**config.mk**
```make
export PLATFORM = sky130hd
export DESIGN_NAME = piso_serializer_flat
export DESIGN_NICKNAME = d
export VERILOG_FILES = /design/src/rtl/piso_serializer_if.sv /design/src/rtl/piso_serializer.sv /design/src/flat_wrapper.sv
export SDC_FILE = /design/constraint.sdc
export NUM_CORES = 1
export LEC_CHECK = 0
export ABC_CLOCK_PERIOD_IN_PS = 2300
export BUFFER_PORTS_ARGS = -buffer_cell sky130_fd_sc_hd__buf_4
export CAP_MARGIN = 0
export CORE_AREA = 2 2 39 41
export CTS_BUF_LIST = sky130_fd_sc_hd__clkbuf_2
export DETAILED_ROUTE_END_ITERATION = 8
export DIE_AREA = 0 0 41 43
export GPL_ROUTABILITY_DRIVEN = 0
export PLACE_DENSITY = 0.77
export SLEW_MARGIN = 10
export SYNTH_ARGS = -nofsm -noshare
export SYNTH_HDL_FRONTEND = slang
export SYNTH_SLANG_ARGS = --single-unit
```
**constraint.sdc**
```tcl
create_clock -name clk -period 2.3 [get_ports clk]
set_clock_uncertainty 0.1 [all_clocks]
set_input_delay 0.345 -clock clk [delete_from_list [all_inputs] [get_ports clk]]
set_output_delay 0.345 -clock clk [all_outputs]
set_load 0.005 [all_outputs]
```
**src/rtl/piso_serializer_if.sv**
```systemverilog
// Bundle of the load handshake and serial-side signals of piso_serializer.
//   load_valid / load_ready / load_data : upstream word handshake
//   ser_out / ser_valid                 : serial bit stream to the sequence detector
//   word_done                           : high during the last bit of each word
//   busy                                : serializer is shifting or in its idle gap
// Modports: master = word producer / stream consumer, slave = the serializer.
interface piso_serializer_if #(
  parameter int unsigned WIDTH = 8
);
  logic             load_valid;
  logic             load_ready;
  logic [WIDTH-1:0] load_data;
  logic             ser_out;
  logic             ser_valid;
  logic             word_done;
  logic             busy;

  modport master (
    output load_valid,
    output load_data,
    input  load_ready,
    input  ser_out,
    input  ser_valid,
    input  word_done,
    input  busy
  );

  modport slave (
    input  load_valid,
    input  load_data,
    output load_ready,
    output ser_out,
    output ser_valid,
    output word_done,
    output busy
  );
endinterface

```
**src/rtl/piso_serializer.sv**
```systemverilog
// Parallel-in/serial-out stage feeding a serial sequence detector.
// Takes WIDTH-bit words over a valid/ready handshake and shifts them out one bit per clock,
// MSB or LSB first, optionally followed by GAP idle cycles so the detector sees 0s between frames.
// Ports:
//   clk : rising-edge clock
//   rst : asynchronous active-low reset
//   bus : slave side of piso_serializer_if (handshake in, serial stream out)
// All serial outputs are decoded from registered state only, so they are glitch-free.
module piso_serializer #(
  parameter int unsigned WIDTH     = 8,
  parameter bit          MSB_FIRST = 1'b1,
  parameter int unsigned GAP       = 0
) (
  input logic               clk,
  input logic               rst,
  piso_serializer_if.slave  bus
);

  localparam int unsigned     CntW    = (WIDTH > 1) ? $clog2(WIDTH) : 1;
  localparam logic [CntW-1:0] CntLast = CntW'(WIDTH - 1);
  localparam bit              HasGap  = (GAP != 0);
  // Unused when GAP==0 because the gap state is then unreachable.
  localparam logic [3:0]      GapLast = HasGap ? 4'(GAP - 1) : 4'd0;

  typedef enum logic [1:0] {StIdle, StShift, StGap} state_e;

  state_e            state_q, state_d;
  logic [WIDTH-1:0]  shift_q, shift_d;
  logic [CntW-1:0]   cnt_q, cnt_d;
  logic [3:0]        gap_q, gap_d;

  logic              last_bit;
  logic              load_ready;
  logic              accept;
  logic [WIDTH-1:0]  shifted;

  assign last_bit = (state_q == StShift) && (cnt_q == CntLast);

  // Ready is gated by reset so nothing is offered while the block is held in reset.
  // Mid-word ready only on the last bit and only without a gap, giving bubble-free streaming.
  assign load_ready = rst && ((state_q == StIdle) || (last_bit && !HasGap));
  assign accept     = bus.load_valid && load_ready;

  assign shifted = MSB_FIRST ? {shift_q[WIDTH-2:0], 1'b0} : {1'b0, shift_q[WIDTH-1:1]};

  always_comb begin
    state_d = state_q;
    shift_d = shift_q;
    cnt_d   = cnt_q;
    gap_d   = gap_q;
    case (state_q)
      StIdle: begin
        if (accept) begin
          state_d = StShift;
          shift_d = bus.load_data;
          cnt_d   = '0;
        end
      end
      StShift: begin
        shift_d = shifted;
        cnt_d   = cnt_q + 1'b1;
        if (last_bit) begin
          cnt_d = '0;
          if (accept) begin
            shift_d = bus.load_data;
          end else if (HasGap) begin
            state_d = StGap;
            gap_d   = '0;
          end else begin
            state_d = StIdle;
          end
        end
      end
      StGap: begin
        gap_d = gap_q + 1'b1;
        if (gap_q == GapLast) begin
          state_d = StIdle;
          gap_d   = '0;
        end
      end
      default: begin
        state_d = StIdle;
      end
    endcase
  end

  always_ff @(posedge clk or negedge rst) begin
    if (!rst) begin
      state_q <= StIdle;
      shift_q <= '0;
      cnt_q   <= '0;
      gap_q   <= '0;
    end else begin
      state_q <= state_d;
      shift_q <= shift_d;
      cnt_q   <= cnt_d;
      gap_q   <= gap_d;
    end
  end

  assign bus.load_ready = load_ready;
  assign bus.ser_valid  = (state_q == StShift);
  assign bus.ser_out    = (state_q == StShift) &&
                          (MSB_FIRST ? shift_q[WIDTH-1] : shift_q[0]);
  assign bus.word_done  = last_bit;
  assign bus.busy       = (state_q != StIdle);

endmodule

```
**src/flat_wrapper.sv**
```systemverilog
// flat-port wrapper written by rule: the top's interface ports become plain ports
module piso_serializer_flat 
#(
  parameter int unsigned WIDTH     = 8,
  parameter bit          MSB_FIRST = 1'b1,
  parameter int unsigned GAP       = 0
)
  (clk, rst, bus_load_valid, bus_load_data, bus_load_ready, bus_ser_out, bus_ser_valid, bus_word_done, bus_busy);
  piso_serializer_if #(.WIDTH(WIDTH)) bus_i ();
  input logic clk;
  input logic rst;
  input wire logic [$bits(bus_i.load_valid)-1:0] bus_load_valid;
  input wire logic [$bits(bus_i.load_data)-1:0] bus_load_data;
  output wire logic [$bits(bus_i.load_ready)-1:0] bus_load_ready;
  output wire logic [$bits(bus_i.ser_out)-1:0] bus_ser_out;
  output wire logic [$bits(bus_i.ser_valid)-1:0] bus_ser_valid;
  output wire logic [$bits(bus_i.word_done)-1:0] bus_word_done;
  output wire logic [$bits(bus_i.busy)-1:0] bus_busy;
  assign bus_i.load_valid = bus_load_valid;
  assign bus_i.load_data = bus_load_data;
  assign bus_load_ready = bus_i.load_ready;
  assign bus_ser_out = bus_i.ser_out;
  assign bus_ser_valid = bus_i.ser_valid;
  assign bus_word_done = bus_i.word_done;
  assign bus_busy = bus_i.busy;
  piso_serializer #(.WIDTH(WIDTH), .MSB_FIRST(MSB_FIRST), .GAP(GAP)) u_core (.clk(clk), .rst(rst), .bus(bus_i));
endmodule
```
# == After elaboration in Yosys (flattened, before gate mapping) ==
# Index checks and enable logic that the tools add are counted.
# W data, S select, Z words.
# op_classes
bitwise,0
n_div,0
shifts,0
add_sub_neg,2
n_mul,0
eq_ne,7
order_cmp,0
n_reduce_logical,11
mux,13
# ops
op,count
$mux W8,3
$pmux W8 S2,1
$mux W2,4
$mux W3,2
$ne A2 B1 Y1 const B,3
$pmux W2 S3,1
$pmux W3 S2,1
$add A4 B1 Y4 const B,1
$logic_and A1 B1 Y1,4
$logic_not A4 Y1,1
$mux W4,1
$reduce_and A4 Y1,1
$reduce_bool A2 Y1,2
$add A3 B1 Y3 const B,1
$eq A3 B3 Y1 const B,1
$eq A2 B1 Y1 const B,1
$eq A2 B2 Y1 const B,1
$logic_not A2 Y1,1
$ne A2 B2 Y1 const B,1
$reduce_and A2 Y1,1
$logic_or A1 B1 Y1,1
# totals
ram_bits,0
regBits,17
n_memories,0
out_inout_bits,5
inputBits,11
latchBits,0
rom_bits,0
wordCells,37

# == Depth between registers and ports, before layout ==
# logic_depth
word_depth,8
depth_mapped,6
ltp_nobuf,5

# == Worst setup path before layout ==
# OpenSTA, ideal clock, no wires.
# synth_path
path_kind,register -> register
startpoint,reg u_core.cnt_q[0]
endpoint,reg u_core.shift_q[0]
t_arrival_ns,1.466
setup_time_ns,0.125
period_less_slack_ns,1.691
stages_incl_launch_ff,7
required_time_ns,2.075
path_slack_ns,0.609
path_buffers,1
path_cell_list,dfrtp_1 ha_1 ha_1 nand2b_4 nor2b_1 buf_6 mux2_4
# synth_via
elab_chain_len,8
word_cells_on_any_way,10
classes_between,eq/ne (2); mux (3); reduce/logical (5)
# synth_lines
item,line,text
start: declaration,piso_serializer.sv:29,"logic [CntW-1:0] cnt_q, cnt_d;"
start signal: assignment,piso_serializer.sv:96,cnt_q <= cnt_d;
$eq A3 B3 Y1 *,piso_serializer.sv:37,assign last_bit = (state_q == StShift) && (cnt_q == CntLast);
$logic_and A1 B1 Y1 *,piso_serializer.sv:37,
$logic_or A1 B1 Y1,piso_serializer.sv:41,assign load_ready = rst && ((state_q == StIdle) || (last_bit && !HasGap));
$logic_and A1 B1 Y1,piso_serializer.sv:41,
$logic_and A1 B1 Y1,piso_serializer.sv:42,assign accept = bus.load_valid && load_ready;
$mux W8,piso_serializer.sv:64,if (accept) begin
$mux W8,piso_serializer.sv:62,if (last_bit) begin
$pmux W8 S2,piso_serializer.sv:51,case (state_q)
end signal: assignment,piso_serializer.sv:95,shift_q <= shift_d;
end: declaration,piso_serializer.sv:28,"logic [WIDTH-1:0] shift_q, shift_d;"
# Mark *: on every way between the ends. The rest lies on a longest branch, timed or not.
# A chain may end at the register's enable or synchronous reset.

# == Worst setup path after layout ==
# layout_path
startpoint,in rst
endpoint,reg u_core.shift_q[3]
# layout_via
elab_chain_len,5
word_cells_on_any_way,7
classes_between,eq/ne (1); mux (3); reduce/logical (3)
# layout_lines
item,line,text
start: declaration,flat_wrapper.sv:11,input logic rst;
$logic_and A1 B1 Y1 *,piso_serializer.sv:41,
$logic_and A1 B1 Y1 *,piso_serializer.sv:42,
$mux W8,piso_serializer.sv:64,
$mux W8,piso_serializer.sv:62,
$pmux W8 S2,piso_serializer.sv:51,
# Marked as above.

==> key figures <==
Min path
  – Worst Hold Class: input pin to register
  – WHS Path Cells: 2
  – Hold EP: u_core.shift_q[2]
  – Hold path startpoint: bus_load_data[2]

Yosys
  – Synthesized instance count: 51
  – Netlist Area Pre-Place: 686 µm²
  – Top_reg_cell synth: dfrtp_1
  – Synthesized Nets: 64
  – Synth area leaders: dfrtp_1 44%, mux2_4 22%, mux2_2 8.2%
  – Asr flop ratio synth: 100%
  – Most frequent cells after synthesis: 12 x dfrtp_1, 10 x mux2_4, 5 x mux2_2, 5 x nand2_1
  – Synth cell types: 18
  – Yosys reg bits: 12
  – Cell accounting for the most synthesized area: dfrtp_1
  – Syn_area_per_cell: 13.4 µm²
  – Synthesis Warnings: 0
  – Synth top area share: 43.8%
  – Post-synth EDFFs: 0
  – Seq/Total Area, Yosys: 43.8%
  – Count leader, synth: dfrtp_1

Pwr
  – Total power draw: 0.883 mW
  – Cell Pwr Density: 1090 mW/mm²
  – Peak supply drop: 0.444 mV
  – Leakage: 0.424 nW

Routing
  – DRC viols: 0
  – Total number of vias: 417
  – TritonRoute pass-1 iters: 3
  – Detailed-route vias per instance: 4.96
  – ANT nets after route: 0
  – WL per Instance: 11.6 µm
  – Iter 0 DRT Violations: 3
  – Post-Route WL: 975 µm

Critical path
  – Worst path cell trace: dlygate4sd3_1, buf_4, nand2_1, nor2b_1, buf_4, mux2_4
  – WS Path Type: input pin to register
  – R2R Path End: u_core.shift_q[3]
  – Reg2reg setup slack: 0.35 ns
  – R2r startpoint: u_core.cnt_q[0]
  – Worst setup EP type: register
  – Top cell by count, worst path: buf_4
  – Cells on worst reg2reg path: 6
  – Worst EP required: 2.34 ns
  – CP Max Fanout: 14
  – Max stage delay on crit path: 0.53 ns
  – Crit path buf inv count: 3
  – Slowest-stage cell, CP: dlygate4sd3_1
  – Critical path's top delay family: buffers and inverters
  – CP Data Arrival Time: 2.04 ns
  – Startpoint Class: input pin

Global route
  – Largest net degree at the start of global routing: 18
  – Antenna violations before repair: 0
  – GR Util All Layers: 13.6%
  – Global-route wire length before repair: 1590 µm
  – Vias in the first global route: 428
  – Grt total ovfl: 0

Floorplanning
  – Total core area: 0.00138 mm²
  – Die area: 0.00176 mm²
  – # IOs: 16
  – Die width: 41 µm
  – Starting Density: 49.5%
  – Chip height: 43 µm
  – Row cnt: 14

STA
  – RSZ-0062 raised after global routing: false
  – Max frequency: 0.501 GHz
  – Finish-stage setup viols: 0
  – Min Tclk post-route: 2.00 ns
  – Final WS setup: 0.302 ns
  – Fin. Hold Viols: 0
  – Final cycle utilization of the critical path: 86.9%
  – Hold_ws: 0.217 ns
  – Slew HR: 81.9%
  – Worst-Margin Slew: 0.271 ns
  – Final Max Tran Viols: 0
  – Total negative slack: 0 ns

Placed design
  – Detailed Place HPWL: 743 µm
  – Post-place setup slack: 0.366 ns
  – Port bufs: 15

CTS
  – Worst-path clk slew: 0.10 ns
  – Worst-case clock buffer depth: 2
  – Sink Count: 12
  – Num CTS Buffers: 3
  – Cts repair resizes: 0
  – CTS tree: yes
  – Root buffer cell: clkbuf_2
  – Htree depth: 1
  – Worst-Skew Late Latency: 0.25 ns

Finish
  – N_diodes: 0
  – Fill cells: 122
  – Area delta synth->final: 18.6%
  – Ratio of cells with drive above 1 in the final layout: 57.4%
  – Layout Nets: 83

Flow run
  – Max-cap viol count: 0

Outcome
  – Status: finished clean
## registers in the layout, indices dropped and copies added (netlist names)
| signal | count |
|---|---|
| u_core.cnt_q | 3 |
| u_core.state_q | 1 |
| u_core.shift_q | 8 |
## power by group
part | switching, mW | leakage (nW) | internal [mW]
Combinational | 0.167 | 0.258 | 0.286
Clock | 0.0620 | 0.0125 | 0.0356
Sequential | 0.0430 | 0.154 | 0.289
Total | 0.272 | 0.424 | 0.611
## placed cells by master, fill, tap and decap left out, drive strengths merged
cell type,Yosys,routed
dlygate4sd3,0,1
dfrtp,12,12
clkbuf,0,3
mux2,15,15
buf,4,17
o32ai,1,1
o21ai,1,1
nand2b,1,1
nand2,5,5
nand3b,2,2
nor2,1,1
ha,2,2
inv,2,2
nor2b,1,1
and2b,1,1
and2,3,3
## worst max-delay path by stage
stage,start,end,slack (ns),cells past startpoint
global route,rst,u_core.shift_q[6],0.22,6
floorplan,u_core.cnt_q[0],u_core.shift_q[0],0.61,6
finish,rst,u_core.shift_q[3],0.30,6
detailed placement,u_core.cnt_q[0],u_core.shift_q[7],0.37,6
global placement,u_core.cnt_q[0],u_core.shift_q[3],0.46,6
CTS,u_core.cnt_q[0],bus_load_ready,0.29,5
## logic make-up after synthesis
family          after synthesis  synth area share, %
mux                          15                 30.1
simple gates                 14                 12.8
flops                        12                 43.8
buf+inv                       6                 7.66
compound gates                2                 2.01
fa+ha+maj                     2                 3.65
## metrics by stage
step,instances,area (µm²),utilization [%]
finish,84,813,58.8
global route,84,813,58.8
CTS,84,813,58.8
detailed placement,80,788,57.0
global placement,80,788,57.0
floorplan,51,686,-
## layer usage
layer  global-route usage [%]  vias to the layer above  part of all wire, %
met3                     2.09                        2                  4.3
met2                     21.6                       10                   51
met1                     14.4                      196                   43
met4                     12.0                        0                  1.4
met5                        0                        -                    0
li1                         -                      209                    -
## repair_timing
item	4_1_cts	5_1_grt
hold endpoints to repair	12	0
hold buffers	1	0
buffers inserted	0	0
## final cells by class
type	instances	area (µm²)	share of cell area [%]
Sequential cell	12	300	36.9
Tap cell	16	20.0	2.46
Inverter	2	7.51	0.923
Multi-Input combinational cell	33	333	40.9
Timing Repair Buffer	18	138	16.9
Clock buffer	3	15.0	1.85
Note: power is estimated with default switching activity, not from simulation.
